### config.mk
export PLATFORM = sky130hd
export DESIGN_NAME = div_arbiter
export DESIGN_NICKNAME = d
export VERILOG_FILES = /design/src/rtl/div_arbiter.sv
export SDC_FILE = /design/constraint.sdc
export NUM_CORES = 1
export LEC_CHECK = 0
export BUFFER_PORTS_ARGS = -buffer_cell sky130_fd_sc_hd__buf_2
export CAP_MARGIN = 20
export CORE_UTILIZATION = 55
export CTS_CLUSTER_SIZE = 40
export DETAILED_ROUTE_END_ITERATION = 6
export GPL_ROUTABILITY_DRIVEN = 0
export PLACE_DENSITY = 0.8
export SLEW_MARGIN = 20
export SYNTH_ARGS = -nofsm -noshare
export SYNTH_HDL_FRONTEND = slang
export SYNTH_SLANG_ARGS = --single-unit
### constraint.sdc
create_clock -name clk -period 4 [get_ports clk]
set_clock_uncertainty 0.1 [all_clocks]
set_input_delay 0.4 -clock clk [delete_from_list [all_inputs] [get_ports clk]]
set_output_delay 0.4 -clock clk [all_outputs]
set_load 0.05 [all_outputs]
### src/rtl/div_arbiter.sv
// -----------------------------------------------------------------------------
// div_arbiter
// Two requesters share one 16-bit unsigned restoring divider. A round-robin
// arbiter picks one pending request while the divider is idle, the operands
// are captured, the quotient/remainder are computed one bit per cycle, and
// the result is announced with a single-cycle rsp_valid pulse.
//
// Ports
//   clk              clock, all state changes on the rising edge
//   reset            synchronous, active-low reset
//   reqN_valid       requester N has a division pending (N = 0, 1)
//   reqN_dividend    requester N dividend (unsigned, DW bits)
//   reqN_divisor     requester N divisor  (unsigned, DW bits)
//   reqN_ready       requester N operands are taken this cycle
//   rsp_valid        one-cycle pulse qualifying the rsp_* fields
//   rsp_id           requester that owns the result
//   rsp_quotient     unsigned quotient (all ones on divide-by-zero)
//   rsp_remainder    unsigned remainder (dividend on divide-by-zero)
//   rsp_div_by_zero  divisor was zero
//   busy             divider is not idle
// -----------------------------------------------------------------------------
module div_arbiter #(
    parameter int DW = 16
) (
    input  logic          clk,
    input  logic          reset,
    input  logic          req0_valid,
    input  logic [DW-1:0] req0_dividend,
    input  logic [DW-1:0] req0_divisor,
    output logic          req0_ready,
    input  logic          req1_valid,
    input  logic [DW-1:0] req1_dividend,
    input  logic [DW-1:0] req1_divisor,
    output logic          req1_ready,
    output logic          rsp_valid,
    output logic          rsp_id,
    output logic [DW-1:0] rsp_quotient,
    output logic [DW-1:0] rsp_remainder,
    output logic          rsp_div_by_zero,
    output logic          busy
);

    localparam int CW = $clog2(DW + 1);

    typedef enum logic [1:0] {
        IDLE = 2'd0,
        CALC = 2'd1,
        DONE = 2'd2
    } state_t;

    state_t        state_r, state_next_s;
    logic [CW-1:0] cnt_r, cnt_next_s;
    logic [DW-1:0] rem_r, rem_next_s;
    logic [DW-1:0] quo_r, quo_next_s;
    logic [DW-1:0] div_r, div_next_s;
    logic          id_r, id_next_s;
    logic          last_grant_r, last_grant_next_s;
    logic          busy_r, busy_next_s;

    logic          rsp_valid_r, rsp_valid_next_s;
    logic          rsp_id_r, rsp_id_next_s;
    logic [DW-1:0] rsp_quotient_r, rsp_quotient_next_s;
    logic [DW-1:0] rsp_remainder_r, rsp_remainder_next_s;
    logic          rsp_dbz_r, rsp_dbz_next_s;

    logic          grant_valid_s;
    logic          grant_id_s;
    logic          accept_s;
    logic [DW-1:0] sel_dividend_s;
    logic [DW-1:0] sel_divisor_s;
    logic [DW:0]   shift_rem_s;
    logic [DW:0]   trial_s;

    // Round-robin pick: on a tie the requester not granted last time wins.
    always_comb begin
        grant_valid_s = 1'b0;
        grant_id_s    = 1'b0;
        if (req0_valid && req1_valid) begin
            grant_valid_s = 1'b1;
            grant_id_s    = ~last_grant_r;
        end else if (req0_valid) begin
            grant_valid_s = 1'b1;
            grant_id_s    = 1'b0;
        end else if (req1_valid) begin
            grant_valid_s = 1'b1;
            grant_id_s    = 1'b1;
        end else begin
            grant_valid_s = 1'b0;
            grant_id_s    = 1'b0;
        end
    end

    // Operand mux for the currently granted requester.
    always_comb begin
        sel_dividend_s = req0_dividend;
        sel_divisor_s  = req0_divisor;
        if (grant_id_s) begin
            sel_dividend_s = req1_dividend;
            sel_divisor_s  = req1_divisor;
        end else begin
            sel_dividend_s = req0_dividend;
            sel_divisor_s  = req0_divisor;
        end
    end

    // Ready is gated by reset so no handshake can complete while reset is held.
    assign accept_s   = reset && (state_r == IDLE) && grant_valid_s;
    assign req0_ready = accept_s && !grant_id_s;
    assign req1_ready = accept_s &&  grant_id_s;

    // One restoring step: shift {rem,quo} left and trial-subtract the divisor.
    always_comb begin
        shift_rem_s = {rem_r, quo_r[DW-1]};
        trial_s     = shift_rem_s - {1'b0, div_r};
    end

    // Next-state, datapath and result-register update logic.
    always_comb begin
        state_next_s         = state_r;
        cnt_next_s           = cnt_r;
        rem_next_s           = rem_r;
        quo_next_s           = quo_r;
        div_next_s           = div_r;
        id_next_s            = id_r;
        last_grant_next_s    = last_grant_r;
        rsp_valid_next_s     = 1'b0;
        rsp_id_next_s        = rsp_id_r;
        rsp_quotient_next_s  = rsp_quotient_r;
        rsp_remainder_next_s = rsp_remainder_r;
        rsp_dbz_next_s       = rsp_dbz_r;

        case (state_r)
            IDLE: begin
                if (accept_s) begin
                    last_grant_next_s = grant_id_s;
                    id_next_s         = grant_id_s;
                    div_next_s        = sel_divisor_s;
                    if (sel_divisor_s == {DW{1'b0}}) begin
                        // Divide-by-zero skips the iterations entirely.
                        state_next_s         = DONE;
                        cnt_next_s           = {CW{1'b0}};
                        rsp_valid_next_s     = 1'b1;
                        rsp_id_next_s        = grant_id_s;
                        rsp_quotient_next_s  = {DW{1'b1}};
                        rsp_remainder_next_s = sel_dividend_s;
                        rsp_dbz_next_s       = 1'b1;
                    end else begin
                        state_next_s = CALC;
                        cnt_next_s   = CW'(DW);
                        rem_next_s   = {DW{1'b0}};
                        quo_next_s   = sel_dividend_s;
                    end
                end else begin
                    state_next_s = IDLE;
                end
            end
            CALC: begin
                cnt_next_s = cnt_r - {{(CW-1){1'b0}}, 1'b1};
                if (!trial_s[DW]) begin
                    rem_next_s = trial_s[DW-1:0];
                    quo_next_s = {quo_r[DW-2:0], 1'b1};
                end else begin
                    rem_next_s = shift_rem_s[DW-1:0];
                    quo_next_s = {quo_r[DW-2:0], 1'b0};
                end
                // Last iteration: the counter reaches zero on this edge.
                if (cnt_r == {{(CW-1){1'b0}}, 1'b1}) begin
                    state_next_s         = DONE;
                    rsp_valid_next_s     = 1'b1;
                    rsp_id_next_s        = id_r;
                    rsp_quotient_next_s  = quo_next_s;
                    rsp_remainder_next_s = rem_next_s;
                    rsp_dbz_next_s       = 1'b0;
                end else begin
                    state_next_s = CALC;
                end
            end
            DONE: begin
                state_next_s = IDLE;
            end
            default: begin
                state_next_s = IDLE;
            end
        endcase

        busy_next_s = (state_next_s != IDLE);
    end

    // State, datapath and output registers with synchronous active-low reset.
    always_ff @(posedge clk) begin
        if (!reset) begin
            state_r         <= IDLE;
            cnt_r           <= {CW{1'b0}};
            rem_r           <= {DW{1'b0}};
            quo_r           <= {DW{1'b0}};
            div_r           <= {DW{1'b0}};
            id_r            <= 1'b0;
            last_grant_r    <= 1'b1;
            busy_r          <= 1'b0;
            rsp_valid_r     <= 1'b0;
            rsp_id_r        <= 1'b0;
            rsp_quotient_r  <= {DW{1'b0}};
            rsp_remainder_r <= {DW{1'b0}};
            rsp_dbz_r       <= 1'b0;
        end else begin
            state_r         <= state_next_s;
            cnt_r           <= cnt_next_s;
            rem_r           <= rem_next_s;
            quo_r           <= quo_next_s;
            div_r           <= div_next_s;
            id_r            <= id_next_s;
            last_grant_r    <= last_grant_next_s;
            busy_r          <= busy_next_s;
            rsp_valid_r     <= rsp_valid_next_s;
            rsp_id_r        <= rsp_id_next_s;
            rsp_quotient_r  <= rsp_quotient_next_s;
            rsp_remainder_r <= rsp_remainder_next_s;
            rsp_dbz_r       <= rsp_dbz_next_s;
        end
    end

    // A reset landing on the DONE cycle suppresses that response pulse.
    assign rsp_valid       = rsp_valid_r && reset;
    assign rsp_id          = rsp_id_r;
    assign rsp_quotient    = rsp_quotient_r;
    assign rsp_remainder   = rsp_remainder_r;
    assign rsp_div_by_zero = rsp_dbz_r;
    assign busy            = busy_r;

endmodule

==> flow_summary_export.csv <==
group,metric,value,unit
worst_setup_path,path_delay_family,"compound AO/OA/AOI/OAI gates",
route,firstDrtPassIters,6,
grt,overflow,0,
cells_and_area,nets,796,
cells_and_area,postLayoutCellArea,5899,µm²
floorplanning,dieArea,9738,µm²
clocking,root_buffer,"clkbuf_8",
place,place_area,5693,µm²
route,via_per_inst,6.201,
route,wirelength,14050,µm
floorplanning,coreArea,8891,µm²
route,vias,5097,
sta,tns,0,ps
grt,grt_max_degree,95,
sta,max_freq,301.0,MHz
power_and_ir_drop,power.total,2.662,mW
sta,slew_viol_final,0,
sta,holdWs,308.3,ps
power_and_ir_drop,p_per_area,451.2,nW/µm²
worst_hold_path,min_path_type,"in -> reg",
worst_setup_path,max_stage_delay,420,ps
clocking,cts_tree,"built",
grt,grt_pass1_wl,23050,µm
run,cap_viol_max_count,0,
floorplanning,ios,106,
synth,synth_seq_area_share,35.82,%
place,port_buffers,105,
worst_setup_path,critPathRequiredTime,4200,ps
grt,grt_pass1_vias,4780,
sta,finalSetupViolCount,0,
route,drc,0,
route,ant_nets,0,
clocking,cts.reportedPaths.clkPinSlew,90,ps
clocking,cts_buffers,9,
clocking,cts_resized,0,
sta,slew_headroom,40.62,%
worst_setup_path,critPathLaunchType,"register",
worst_setup_path,arrival,3520,ps
grt,grt.total_usage,29.76,%
place,dpl_worst_slack,684.6,ps
synth,synthArstFlopShare,0,%
synth,synth_edf_count,0,
clocking,cts_sinks,92,
sta,min_period,3322,ps
synth,syn_inst,630,
worst_setup_path,critPathKind,"reg -> reg",
clocking,cts_setup_buffers,0,
synth,ys_warn_count,0,
sta,finalCritPeriodShare,83.05,%
synth,synthFlopType,"dfxtp_1",
clocking,clkLatencyLatePin,370,ps
floorplanning,fp.dieH,98.68,µm
synth,syn_area,5141,µm²
sta,hold_violations,0,
worst_setup_path,cp_max_fo,19,
sta,rsz0062_at_grt,"false",
run_status,status,"finished, final reports clean",
synth,synth_cell_type_count,60,
sta,postLayoutSetupSlackWorst,677.8,ps
clocking,clockBufferDepth,2,
cells_and_area,drive_gt1_share,23.39,%
place,hpwl,10440,µm
worst_setup_path,endpoint_kind,"register",
clocking,ctsHoldBuffers,0,
floorplanning,fp.dieW,98.68,µm
power_and_ir_drop,p_leak,2.726,nW
cells_and_area,post-route-util,66.35,%
worst_setup_path,slowest_stage,"fa_1",
power_and_ir_drop,max-vdd-ir-drop,0.2064,mV
synth,synth_seq_cells,92,
worst_setup_path,worstPathCellList,"inv_1 -> ha_1 -> inv_1 -> fa_1 -> a211o_1 -> a211o_1 -> a2111o_1 -> o221ai_4 -> xnor2_4 -> mux2_4 -> o221ai_2",
place,dp.cells,806,
grt,antenna_found_initial,0,
cells_and_area,stdcell_count,822,
synth,postSynthAreaPerCell,8.161,µm²
cells_and_area,diodes,0,
clocking,cts_htree_levels,3,
worst_setup_path,crit_buf_inv,2,
floorplanning,start_util,57.82,%
route,drtIter0Drc,412,
synth,synthesis.nets,717,
floorplanning,rows,34,
cells_and_area,synthToLayoutAreaGrowth,14.75,%
route,wire_per_inst,17.09,µm
sta,worstMarginPinSlew,890.2,ps
==> worst paths after layout <==
| path | start | cells after the start | slack, ps | endpoint |
|---|---|---|---|---|
| setup reg to reg | quo_r[15]$_SDFFE_PN0P_ | 11 | 680 | rsp_remainder[0]$_SDFFE_PN0P_ |
| hold / removal | req1_divisor[9] | 4 | 310 | div_r[9]$_SDFFE_PN0P_ |
| hold reg to reg | rem_r[11]$_SDFFE_PN0P_ | 2 | 380 | rem_r[11]$_SDFFE_PN0P_ |
| setup / recovery | quo_r[15]$_SDFFE_PN0P_ | 11 | 680 | rsp_remainder[0]$_SDFFE_PN0P_ |
==> tightest hold or removal path, stage by stage <==
cell and delay (ps):
buf_2 90, nand2_1 40, nand3_1 70, o211a_1 130
==> cell usage after synthesis (5+ instances only) <==
master / number / area share [%]
a21boi_0: 12 / 1.8
a21o_1: 9 / 1.3
a21oi_1: 25 / 2.4
and2_1: 11 / 1.3
and3_1: 5 / 0.61
buf_1: 6 / 0.44
clkbuf_1: 38 / 2.8
dfxtp_1: 92 / 36
ha_1: 18 / 4.4
inv_1: 20 / 1.5
mux2i_1: 15 / 2.9
nand2_1: 126 / 9.2
nand2b_1: 5 / 0.61
nand3_1: 54 / 5.3
nor2_1: 18 / 1.3
nor3_1: 6 / 0.58
nor4_1: 8 / 0.97
o211a_1: 18 / 3.5
o211ai_1: 16 / 2.3
o21a_1: 7 / 1.0
o21ai_0: 23 / 2.2
o21ai_1: 5 / 0.49
o221a_2: 18 / 3.9
o221ai_1: 7 / 1.2
or2_2: 5 / 0.61
xnor2_1: 8 / 1.4
==> kinds of logic after synthesis <==
group / count (synthesis) / synth area share (%)
adders and majority gates: 19 / 4.770
DFF: 92 / 35.82
and+or+nand+nor: 253 / 22.46
muxes: 19 / 3.869
xor gates and xnor gates: 13 / 2.945
buffers and inverters: 66 / 4.989
AOI/OAI and AO/OA: 168 / 25.14
==> state kept, by name, summed over array words and instances, names as in the netlist <==
name             count
last_grant_r         1
rsp_quotient        16
rsp_id               1
state_r              1
rsp_valid_r          1
div_r               16
rem_r               16
quo_r               16
rsp_div_by_zero      1
rsp_remainder       16
id_r                 1
cnt_r                5
busy                 1
==> area by class of cell <==
type / count / area [µm²]
repair buffers: 114 / 593.1
multi-input cells: 472 / 3052
clock buffers: 11 / 141.4
inverters: 20 / 75.07
flip-flops and latches: 92 / 1842
well taps: 108 / 135.1
clock inverters: 5 / 61.31
fillers: 778 / 2992
==> placed cells by master (no fill, tap or decap), types with 5 or more instances in the layout <==
cell type,synthesis,layout
a21boi_0,12,12
a21o_1,9,9
a21oi_1,25,24
and2_1,11,11
and3_1,5,5
buf_2,1,105
buf_4,0,9
clkbuf_8,0,10
dfxtp_1,92,92
ha_1,18,18
inv_1,20,20
mux2i_1,15,15
nand2_1,126,126
nand2b_1,5,5
nand3_1,54,54
nor2_1,18,18
nor3_1,6,6
nor4_1,8,8
o211a_1,18,18
o211ai_1,16,16
o21a_1,7,7
o21ai_0,23,23
o21ai_1,5,5
o221a_2,18,18
o221ai_1,7,7
or2_2,5,5
xnor2_1,8,8
==> metal layers <==
layer	vias up	track usage, %	part of all wire, %
met5	-	0	0
met4	0	10.22	2.9
met3	34	5.603	7.6
met2	247	49.73	47
met1	2378	38.68	43
li1	2438	-	-
==> report_power, final <==
| part | switching [mW] | internal, mW | leakage [nW] |
|---|---|---|---|
| Sequential | 0.0674 | 1.01 | 0.752 |
| Combinational | 0.598 | 0.347 | 1.87 |
| Clock | 0.334 | 0.309 | 0.103 |
| Total | 1.00 | 1.66 | 2.73 |
(Power assumes the default switching activity.)
